--- src/rtl/serial_rca_adder.sv ---
// serial_rca_adder: multi-cycle adder, S = A + B + Cin computed DIGIT bits per clock.
// Each slice is a ripple chain of half-adder pairs. A registered carry links one
// slice to the next. Valid/ready handshakes on the operand side and the result side.
// Optional feature macro: SERIAL_ADDER_SUB_EN adds a 'sub' input that selects A - B.
module serial_rca_adder #(
  parameter int unsigned WIDTH = 32,
  parameter int unsigned DIGIT = 1
) (
  input  logic             clk,
  input  logic             rst_n,
  input  logic             in_valid,
  output logic             in_ready,
  input  logic [WIDTH-1:0] A,
  input  logic [WIDTH-1:0] B,
  input  logic             Cin,
`ifdef SERIAL_ADDER_SUB_EN
  input  logic             sub,
`endif
  output logic             out_valid,
  input  logic             out_ready,
  output logic [WIDTH-1:0] S,
  output logic             Cout,
  output logic             V,
  output logic             busy
);

  localparam int unsigned N     = WIDTH / DIGIT;
  localparam int unsigned CNT_W = (N > 1) ? $clog2(N) : 1;
  localparam logic [CNT_W-1:0] LAST_SLICE = CNT_W'(N - 1);

  // Reject configurations where the slices do not tile the operand exactly
  if (DIGIT == 0 || (WIDTH % DIGIT) != 0) begin : g_bad_digit
    $error("serial_rca_adder: WIDTH must be an exact multiple of DIGIT");
  end

  typedef enum logic [1:0] {
    ST_IDLE = 2'd0,
    ST_RUN  = 2'd1,
    ST_DONE = 2'd2
  } state_e;

  state_e           state_q, state_d;
  logic [WIDTH-1:0] a_q, a_d;
  logic [WIDTH-1:0] b_q, b_d;
  logic [WIDTH-1:0] acc_q, acc_d;
  logic             carry_q, carry_d;
  logic [CNT_W-1:0] cnt_q, cnt_d;
  logic [WIDTH-1:0] s_q, s_d;
  logic             cout_q, cout_d;
  logic             v_q, v_d;
  logic             in_ready_q, in_ready_d;
  logic             out_valid_q, out_valid_d;
  logic             busy_q, busy_d;

  logic [DIGIT:0]   chain_c;
  logic [DIGIT-1:0] ha1_s, ha1_c, ha2_c;
  logic [DIGIT-1:0] slice_sum;
  logic [WIDTH-1:0] acc_shift;
  logic             accept;
  logic [WIDTH-1:0] b_load;
  logic             carry_load;

  // Slice adder: per bit two half adders, their carries ORed into the next bit
  always_comb begin
    chain_c    = '0;
    ha1_s      = '0;
    ha1_c      = '0;
    ha2_c      = '0;
    slice_sum  = '0;
    chain_c[0] = carry_q;
    for (int unsigned i = 0; i < DIGIT; i++) begin
      ha1_s[i]       = a_q[i] ^ b_q[i];
      ha1_c[i]       = a_q[i] & b_q[i];
      slice_sum[i]   = ha1_s[i] ^ chain_c[i];
      ha2_c[i]       = ha1_s[i] & chain_c[i];
      chain_c[i + 1] = ha1_c[i] | ha2_c[i];
    end
  end

  // New slice enters at the top of the accumulator as older slices move down
  always_comb begin
    acc_shift = (acc_q >> DIGIT) | (WIDTH'(slice_sum) << (WIDTH - DIGIT));
  end

  // Operand conditioning at the handshake (inverted B and forced carry for subtract)
  always_comb begin
    accept = in_valid & in_ready_q & (state_q == ST_IDLE);
`ifdef SERIAL_ADDER_SUB_EN
    b_load     = sub ? ~B : B;
    carry_load = sub ? 1'b1 : Cin;
`else
    b_load     = B;
    carry_load = Cin;
`endif
  end

  // Next-state and datapath update
  always_comb begin
    state_d     = state_q;
    a_d         = a_q;
    b_d         = b_q;
    acc_d       = acc_q;
    carry_d     = carry_q;
    cnt_d       = cnt_q;
    s_d         = s_q;
    cout_d      = cout_q;
    v_d         = v_q;

    case (state_q)
      ST_IDLE: begin
        if (accept) begin
          a_d     = A;
          b_d     = b_load;
          carry_d = carry_load;
          cnt_d   = '0;
          state_d = ST_RUN;
        end
      end
      ST_RUN: begin
        a_d     = a_q >> DIGIT;
        b_d     = b_q >> DIGIT;
        acc_d   = acc_shift;
        carry_d = chain_c[DIGIT];
        cnt_d   = cnt_q + CNT_W'(1);
        if (cnt_q == LAST_SLICE) begin
          s_d     = acc_shift;
          cout_d  = chain_c[DIGIT];
          v_d     = chain_c[DIGIT] ^ chain_c[DIGIT-1];
          cnt_d   = '0;
          state_d = ST_DONE;
        end
      end
      ST_DONE: begin
        if (out_ready) begin
          state_d = ST_IDLE;
        end
      end
      default: begin
        state_d = ST_IDLE;
      end
    endcase

    in_ready_d  = (state_d == ST_IDLE);
    busy_d      = (state_d == ST_RUN);
    out_valid_d = (state_d == ST_DONE);
  end

  // State and datapath registers
  always_ff @(posedge clk or negedge rst_n) begin
    if (!rst_n) begin
      state_q     <= ST_IDLE;
      a_q         <= '0;
      b_q         <= '0;
      acc_q       <= '0;
      carry_q     <= 1'b0;
      cnt_q       <= '0;
      s_q         <= '0;
      cout_q      <= 1'b0;
      v_q         <= 1'b0;
      in_ready_q  <= 1'b1;
      out_valid_q <= 1'b0;
      busy_q      <= 1'b0;
    end else begin
      state_q     <= state_d;
      a_q         <= a_d;
      b_q         <= b_d;
      acc_q       <= acc_d;
      carry_q     <= carry_d;
      cnt_q       <= cnt_d;
      s_q         <= s_d;
      cout_q      <= cout_d;
      v_q         <= v_d;
      in_ready_q  <= in_ready_d;
      out_valid_q <= out_valid_d;
      busy_q      <= busy_d;
    end
  end

  assign in_ready  = in_ready_q;
  assign out_valid = out_valid_q;
  assign busy      = busy_q;
  assign S         = s_q;
  assign Cout      = cout_q;
  assign V         = v_q;

endmodule

--- config.mk ---
export PLATFORM = sky130hd
export DESIGN_NAME = serial_rca_adder
export DESIGN_NICKNAME = d
export VERILOG_FILES = /design/src/rtl/serial_rca_adder.sv
export SDC_FILE = /design/constraint.sdc
export NUM_CORES = 1
export LEC_CHECK = 0
export ABC_AREA = 1
export CAP_MARGIN = 0
export CORE_ASPECT_RATIO = 1.4
export CORE_UTILIZATION = 46
export CTS_BUF_LIST = sky130_fd_sc_hd__clkbuf_8 sky130_fd_sc_hd__clkbuf_16
export CTS_CLUSTER_DIAMETER = 50
export DETAILED_ROUTE_END_ITERATION = 8
export HOLD_SLACK_MARGIN = 0.1
export PLACE_DENSITY = 0.82
export SYNTH_ARGS = -nofsm -noshare
export SYNTH_HDL_FRONTEND = slang
export SYNTH_SLANG_ARGS = --single-unit
--- constraint.sdc ---
create_clock -name clk -period 1.75 [get_ports clk]
set_clock_uncertainty 0.1 [all_clocks]
set_input_delay 0.4375 -clock clk [delete_from_list [all_inputs] [get_ports clk]]
set_output_delay 0.4375 -clock clk [all_outputs]
set_load 0.05 [all_outputs]
==> summary.md <==
| Metric | Value |
|---|---|
| Syn Area/Cell | just under 9 um2 |
| Synth top area share | 0.572 |
| Internal Power | around 9 mW |
| Mapped Cells | 702 |
| Die Y | ~140 um |
| Crit start category | flip-flop |
| Worst setup EP type | flip-flop |
| Slew @ Worst Pin | approximately 310 ps |
| Port bufs | 105 |
| Most frequent cells in the layout | 200 x nand2_1, 152 x o21ai_0, 137 x dfrtp_1, 97 x inv_1, 67 x clkdlybuf4s50_1 |
| Nets | 882 |
| Power per cell area | between 1500 and 2000 nW/um2 |
| Share of layout cells above drive strength 1 | 0.135 |
| Hold_ws | ~360 ps |
| Num rows | 49 |
| Initial Utilization | 0.472 |
| Worst R2R Setup Slack | just under 80 ps |
| Comb pwr share | 0.360 |
| Max IR drop VDD | around 740 uV |
| Reg clk slew, reported paths | about 60 ps |
| Drt pass-1 iters | 4 |
| Core outline area | approximately 13000 um2 |
| CTS Buf Count | 17 |
| Cell taking the most area after synthesis | dfrtp_1 |
| Routed Antenna Nets | 0 |
| Tcrit/Tclk final | 0.956 |
| Root Buffer | clkbuf_16 |
| Worst path bufs/invs | 1 |
| Largest net degree at the start of global routing | 55 |
| CP Max Fanout | 24 |
| Layout Cells excl Fill | slightly below 1000 |
| NetSw | between 4 and 5 mW |
| Sw frac | 0.354 |
| YS warnings | 0 |
| Post-DP HPWL | roughly 8100 um |
| Post-layout util | 0.655 |
| H-tree levels | 4 |
| Total wire length | around 13000 um |
| Avg WL per Cell | roughly 13 um |
| Synth area leaders | dfrtp_1 57%, o21ai_0 13%, nand2_1 12%, inv_1 6.1%, o21ai_1 3.0% |
| Via density | around 4.9 |
| CTS Sinks | 140 |
| TritonCTS clock tree | done |
| Initial antenna violation count | 0 |
| Die ar. | roughly 14000 um2 |
| Worst-case clock buffer depth | 2 |
| Slew margin rel. | 0.794 |
| Clock Power Share | 0.283 |
| Critical path class | reg -> reg |
| Synthesized cell area | 6080 um2 |
| Total vias in the final route | around 4800 |
| Drc violations | 0 |
| Vias in the first global route | about 4500 |
| Placed cells | between 900 and 1000 |
| Multi-input gate area | between 1500 and 2000 um2 |
| Sequential power share | 0.357 |
| Final GP Congestion | slightly below 0.8 |
| Status | complete, no violations |
| Register area share after synthesis | 0.577 |
| FF-to-FF Start | cnt_q[0]$_DFFE_PN0P_ |
| Clock Latency Late Sink | between 400 and 500 ps |
| Leakage | 3.84 nW |
| Worst reg2reg path depth | 8 |
| ANT cells | 0 |
| Yosys reg bits | 140 |
| Critical path's largest stage delay | 400 ps |
| Cells along the critical path | ha_2 > nand2_2 > nor2_1 > ha_2 > nand2_4 > buf_12 > nand2_1 > o21ai_0 |
| Register area | ~3500 um2 |
| First-pass GRT wire length | 20500 um |
| I/O pin cnt | around 110 |
| Min Clock Period, post-route | around 1700 ps |
| Netlist cell types | 24 |
| WP depth | 8 |
| GRT Residual Overflow | 0 |
| CP Data Arrival Time | between 1500 and 2000 ps |
| Setup violators final | 0 |
| Iteration-0 DRC count of the detailed router | between 200 and 250 |
| Max cap viols | 0 |
| Critical Path Slowest Stage Cell | dfrtp_2 |
| Most common cell after layout, fill and taps aside | nand2_1 |
| Crit path max-delay family | adder cells |
| Hold crit path type | in -> async |
| Setup_tns | 0 ps |
| Required @ worst endpoint | between 1500 and 2000 ps |
| Crit path capture | S[4]$_DFFE_PN0P_ |
| Area grow syn2layout | 38.7% |
| Most used cell, CP | ha_2 |
| GRT Overall Usage | 0.194 |
| Max Clk Rate | ~600 MHz |
| Reg2reg end | S[4]$_DFFE_PN0P_ |
| Fill cells | around 1000 |
| Final Slew Violations | 0 |
| Die Wd | slightly below 100 um |
| Fin. Hold Viols | 0 |
| Crit. Startpoint | cnt_q[0]$_DFFE_PN0P_ |
| Syn nets | approximately 770 |
| Total power | 14.0 mW |
[stage by stage]
| stage | cell area, um2 | worst slack [ps] |
|---|---|---|
| after global placement | 7670 | 4.51 |
| final | 8430 | 77.6 |
| after CTS | 8340 | 34.3 |
| after floorplan | 6080 | 123 |
| after global routing | 8430 | -33.5 |
| after detailed placement | 7670 | -58.8 |
[cell usage after synthesis]
master / count
fa_1: 1
nand4_1: 2
o22ai_1: 2
buf_6: 10
or2_2: 1
xor2_1: 1
dfstp_2: 1
inv_2: 1
clkbuf_1: 10
buf_2: 16
o21ai_1: 36
o31ai_1: 3
o21ai_2: 4
nand3_2: 1
dfrtp_1: 139
ha_1: 2
buf_4: 6
nor2_1: 3
o21ai_0: 153
nand3_1: 8
inv_1: 98
nand2_4: 1
nand2_1: 202
nand2_2: 1
[worst min path at each step]
stage	startpoint	end	slack, ps	cells past startpoint
after floorplan	rst_n	Cout$_DFFE_PN0P_	40	0
after global placement	rst_n	a_q[21]$_DFFE_PN0P_	230	1
after detailed placement	rst_n	a_q[21]$_DFFE_PN0P_	240	1
after CTS	rst_n	a_q[21]$_DFFE_PN0P_	370	2
after global routing	rst_n	a_q[21]$_DFFE_PN0P_	390	2
final	rst_n	a_q[21]$_DFFE_PN0P_	360	2
[kinds of logic (layout without fill, tap and decap cells)]
| group | after synthesis | in the layout | synth area share |
|---|---|---|---|
| xor+xnor | 1 | 1 | 0.00144 |
| simple gates | 219 | 219 | 0.141 |
| flops | 140 | 140 | 0.577 |
| buf+inv | 141 | 261 | 0.106 |
| compound gates | 198 | 198 | 0.167 |
| fa+ha+maj | 3 | 3 | 0.00741 |
[sequential cells by signal, summed over array words and instances (netlist names)]
signal     flops
carry_q        1
busy           1
acc_q         31
out_valid      1
a_q           32
Cout           1
state_q        2
V              1
S             32
in_ready       1
b_q           32
cnt_q          5
[layer usage]
layer / routed length [um] / vias up / GRT usage
met5: 0 / - / 0
met4: 143 / 0 / 0.0711
met3: 328 / 9 / 0.0499
met2: 6680 / 104 / 0.328
met1: 5510 / 2248 / 0.241
li1: - / 2434 / -
[layout make-up]
class                      count  area share
sequential                   140       0.416
clock inverter                13      0.0252
multi-input combinational    421       0.232
clock buffer                  18      0.0521
timing repair buffer         131       0.208
tap                          153      0.0227
inverter                      99      0.0441
[power groups by stage]
stage / logic (mW) / clock network [mW] / registers [mW]
after floorplan: 2.98 / 0 / 5.31
after global placement: 4.74 / 0 / 4.96
after detailed placement: 4.90 / 0 / 5.02
after CTS: 4.99 / 4.02 / 4.98
after global routing: 5.73 / 4.16 / 5.10
final: 5.03 / 3.95 / 4.99
[timing repair]
action                                  4_1_cts  5_1_grt
endpoints found under the setup margin        0       35
hold buffers                                  1        0
resized for setup                             0        8
setup buffers                                 0        4
endpoints found under the hold margin        25        0
No activity file was read; power rests on OpenSTA's default activity.
